### src/rtl/regfile_mp.sv
// regfile_mp: parametrised multi-port register file with a registered link
// write port, optional write-to-read bypass and a per-register busy scoreboard.
// Register 0 is hardwired to zero and is never busy.
module regfile_mp #(
  parameter int W        = 32,
  parameter int AW       = 5,
  parameter int NR       = 2,
  parameter int LINK_REG = 31,
  parameter int BYPASS   = 1
) (
  input  logic             clk,
  input  logic             reset,
  input  logic [NR*AW-1:0] raddr,
  output logic [NR*W-1:0]  rdata,
  output logic [NR-1:0]    rbusy,
  input  logic             wen,
  input  logic [AW-1:0]    waddr,
  input  logic [W-1:0]     wdata,
  input  logic             link_en,
  input  logic [W-3:0]     link_pc,
  input  logic             mark_en,
  input  logic [AW-1:0]    mark_addr
);

  localparam int DEPTH = 2**AW;
  localparam logic [AW-1:0] LINK_A = AW'(LINK_REG);

  logic [W-1:0]     regs [DEPTH];
  logic [DEPTH-1:0] busy;
  logic [DEPTH-1:0] busy_nxt;
  logic [W-1:0]     link_val;
  logic             gen_we;
  logic             link_we;
  logic             mark_we;

  // Effective write/mark qualifiers; a general write to LINK_REG loses to the link port
  always_comb begin
    link_val = {link_pc, 2'b00};
    link_we  = link_en && !reset;
    gen_we   = wen && !reset && (waddr != '0) && !(link_en && (waddr == LINK_A));
    mark_we  = mark_en && !reset && (mark_addr != '0);
  end

  // Scoreboard update: writes retire a producer, a mark in the same cycle re-arms it
  always_comb begin
    busy_nxt = busy;
    if (gen_we)  busy_nxt[waddr]     = 1'b0;
    if (link_we) busy_nxt[LINK_A]    = 1'b0;
    if (mark_we) busy_nxt[mark_addr] = 1'b1;
  end

  // Storage and busy bits, cleared by synchronous reset
  always_ff @(posedge clk) begin
    if (reset) begin
      regs <= '{default: '0};
      busy <= '0;
    end else begin
      if (gen_we)  regs[waddr]  <= wdata;
      if (link_we) regs[LINK_A] <= link_val;
      busy <= busy_nxt;
    end
  end

  // Combinational read ports with optional forwarding of this cycle's write
  always_comb begin
    logic [AW-1:0] a;
    logic [W-1:0]  d;
    logic          b;
    logic          hit;
    rdata = '0;
    rbusy = '0;
    a     = '0;
    d     = '0;
    b     = 1'b0;
    hit   = 1'b0;
    for (int unsigned k = 0; k < NR; k++) begin
      a   = raddr[k*AW +: AW];
      d   = regs[a];
      b   = busy[a];
      hit = 1'b0;
      if (BYPASS != 0) begin
        if (link_we && (a == LINK_A)) begin
          d   = link_val;
          hit = 1'b1;
        end else if (gen_we && (a == waddr)) begin
          d   = wdata;
          hit = 1'b1;
        end
        if (hit && !(mark_we && (mark_addr == a))) b = 1'b0;
      end
      if (a == '0) begin
        d = '0;
        b = 1'b0;
      end
      rdata[k*W +: W] = d;
      rbusy[k]        = b;
    end
  end

endmodule
### config.mk
export PLATFORM = sky130hd
export DESIGN_NAME = regfile_mp
export DESIGN_NICKNAME = d
export VERILOG_FILES = /design/src/rtl/regfile_mp.sv
export SDC_FILE = /design/constraint.sdc
export NUM_CORES = 2
export LEC_CHECK = 0
export CAP_MARGIN = 20
export CORE_MARGIN = 2
export CORE_UTILIZATION = 53
export CTS_CLUSTER_DIAMETER = 120
export DETAILED_ROUTE_END_ITERATION = 8
export GPL_ROUTABILITY_DRIVEN = 0
export PLACE_DENSITY = 0.69
export SETUP_SLACK_MARGIN = 0.3
export SLEW_MARGIN = 25
export SYNTH_ARGS = -nofsm -noshare
export SYNTH_HDL_FRONTEND = slang
export SYNTH_SLANG_ARGS = --single-unit
### constraint.sdc
create_clock -name clk -period 3.65 [get_ports clk]
set_clock_uncertainty 0.2 [all_clocks]
set_input_delay 0.5475 -clock clk [delete_from_list [all_inputs] [get_ports clk]]
set_output_delay 0.5475 -clock clk [all_outputs]
set_load 0.02 [all_outputs]
==> reports/metrics.cfg <==
[sta]
drv_slew = 0
tightest_slew_ns = 1.227
fmax_mhz = 283.3
setup_viol_count_final = 0
finalSetupTns_ns = 0
rsz0062_at_grt = true
max-slew-margin-rel_pct = 18.21
hold_violations = 0
fin_crit_ns = 3.529
period_share_pct = 96.69

[power]
peakVddDrop_mv = 0.4320
p_leak_uw = 0.02416
pwr_density_cell_nw_per_um2 = 391.9

[global_route]
grt_pass1_wl_mm = 362.0
grt_overflow = 0
antenna_found_initial = 18
grt_pass1_vias = 53500
gr-usage-all-layers_pct = 46.24
grt_start_max_net_pins = 227

[placement]
dp_hpwl_mm = 157.7
dpl_cell_area_sq_um = 61890
io_buffer_count = 152

[finish]
mostFrequentLayoutCells = nand2_1, dfxtp_1, a21oi_1
syn2layout_area_growth_pct = 24.32
drive_gt1_share_pct = 25.54
fin_area_sq_um = 68520
finalNetCount = 6686
final_common_cell = nand2_1

[setup_path]
path_buf_inv = 2
worst-path-max-fanout = 3
cp.depth = 6
cp_top_family = multiplexers
cp_slowest_cell = mux4_2
crit_chain = mux4_2 > mux4_2 > a2111oi_4 > nor3_2 > buf_4 > buf_6
critPathMaxStageDelay_ns = 0.52
cp-start-kind = flip-flop
cp_common_cell = mux4_2
critical_path_class = reg2out
cp-end-kind = output port
arrival_ns = 2.78
rr_worst_depth = 4
worst_ep_required_time_ns = 2.90

[route]
viasPerCell = 7.046
drtIter0Drc = 11032
wire_per_inst_um = 31.80
drt-total-wl_mm = 257.4
postRouteAntennaNets = 0
drt_pre_antenna_iters = 9
route.detailed.drc = 1
vias = 57027

[floorplan]
die_width_um = 326.5
core_sq_um = 103300
dieArea_sq_um = 106600
die_height_um = 326.5
rows = 118
io-pin-count = 153
start_util_pct = 53.33

[logic_synthesis]
synthMuxAreaShare_pct = 25.74
ys.warnings.count = 0
synth_flop_cell = dfxtp_1
synth_simple_gate_area_share_pct = 16.93
synth_compound_area_share_pct = 13.43
synth_top_family_by_area = multiplexers
seq_area_frac_synth_pct = 38.36
synth_edf_count = 0
synthesis.area_sq_um = 55110
synth.distinct_cells = 54
synth_seq_cells = 1056
avgSynthCellArea_sq_um = 8.794
syn_nets = 6354
synth_fa_ha_area_share_pct = 0
synth_xor_xnor_area_share_pct = 0.3178
ys_async_sr_fraction_pct = 0
synth_cells = 6267

[clock_tree]
cts_tree = yes
cts_htree_levels = 3
path_clk_slew_ns = 0.06
cts_inserted_buffers = 111
clk_latency_ns = 0.71
cts_buffer_depth = 3
cts_root_buf = clkbuf_16
cts_sinks = 1056

[outcome]
status = complete, but fails checks
violations = design-rule violations

[min_path]
hold_path.class = reg2reg
holdPathStages = 2

[flow_run]
drv_cap = 0

-- kinds of logic (layout without fill, tap and decap cells) --
family	after synthesis	after routing
other	0	19
multiplexers	832	832
flip-flops	1056	1056
XOR/XNOR	20	20
AND/OR/NAND/NOR	2361	2361
AO/OA/AOI/OAI	1326	1326
buffers and inverters	672	1100
-- path summary, 6_finish.rpt --
check | end | slack, ns | startpoint
setup / recovery | rdata[22] | 0.12 | regs[118]
hold reg to reg | regs[38] | 0.27 | regs[38]
setup reg to reg | regs[22] | 2.37 | regs[22]
hold / removal | regs[38] | 0.27 | regs[38]
-- flip-flops by register name, summed over array words and instances, names as in the netlist --
name	count
regs	1024
busy	32
-- stage by stage --
stage / power, uW / hold WS [ns] / setup slack, ns / std cells / util [%]
2_1_floorplan: 13370 / 0.2429 / 0.4386 / 6267 / -
3_3_place_gp: 14630 / 0.2483 / -0.6645 / 7738 / 59.89
3_5_place_dp: 14650 / 0.2567 / -0.6330 / 7738 / 59.89
4_1_cts: 26450 / 0.1812 / 0.1456 / 8031 / 65.14
5_1_grt: 27270 / 0.2390 / 0.02611 / 8078 / 66.26
6_report: 26850 / 0.2652 / 0.1207 / 8094 / 66.30
-- Yosys cell counts (all sizes together), types with 20 or more instances --
master,count,area (sq um)
inv,20,75.07
nor2,131,491.7
buf,172,1002
mux2i,333,3333
a22oi,112,840.8
nor2b,58,362.9
mux2,34,382.9
and3,22,137.6
o21ai,48,240.2
dfxtp,1056,21140
o221ai,29,254.0
nand2,2009,7541
mux4,465,10470
o22ai,48,300.3
a21oi,1007,5040
nor3,34,170.2
nand3,44,220.2
clkbuf,480,1802
-- worst min-delay path, cell delays in order (launching register included) --
cell	delay, ns
dfxtp_1	0.32
nand2_1	0.05
a21oi_1	0.05
-- area by class of cell --
class                   instances  area, sq um
diodes                         19        47.55
clock inverters                52        575.6
repair buffers                871         9459
inverters                      20        75.07
multi-input cells            4539        32190
clock buffers                 157         3243
well taps                    1380         1727
fillers                      7968        34830
flip-flops and latches       1056        21200
-- power breakdown --
part / total (uW) / switching [uW] / internal, uW
clock network: 12000 / 5160 / 6840
registers: 11600 / 57.6 / 11600
logic: 3200 / 1910 / 1300
-- metal layers --
metal	vias to the layer above	track usage [%]	routed length [um]
met2	5565	62.60	100300
met1	26929	56.37	83100
li1	22695	-	-
met5	-	1.198	322
met3	1819	20.86	47070
met4	19	37.21	26560
-- repair_timing --
| action | 4_1_cts | 5_1_grt |
|---|---|---|
| gates resized for setup | 481 | 172 |
| hold buffers | 1 | 0 |
| setup endpoints to repair | 66 | 66 |
| gates cloned | 12 | 10 |
| hold endpoints to repair | 9 | 0 |
| pin swaps | 37 | 47 |
| setup buffers | 71 | 34 |
No activity file was read; power rests on OpenSTA's default activity.
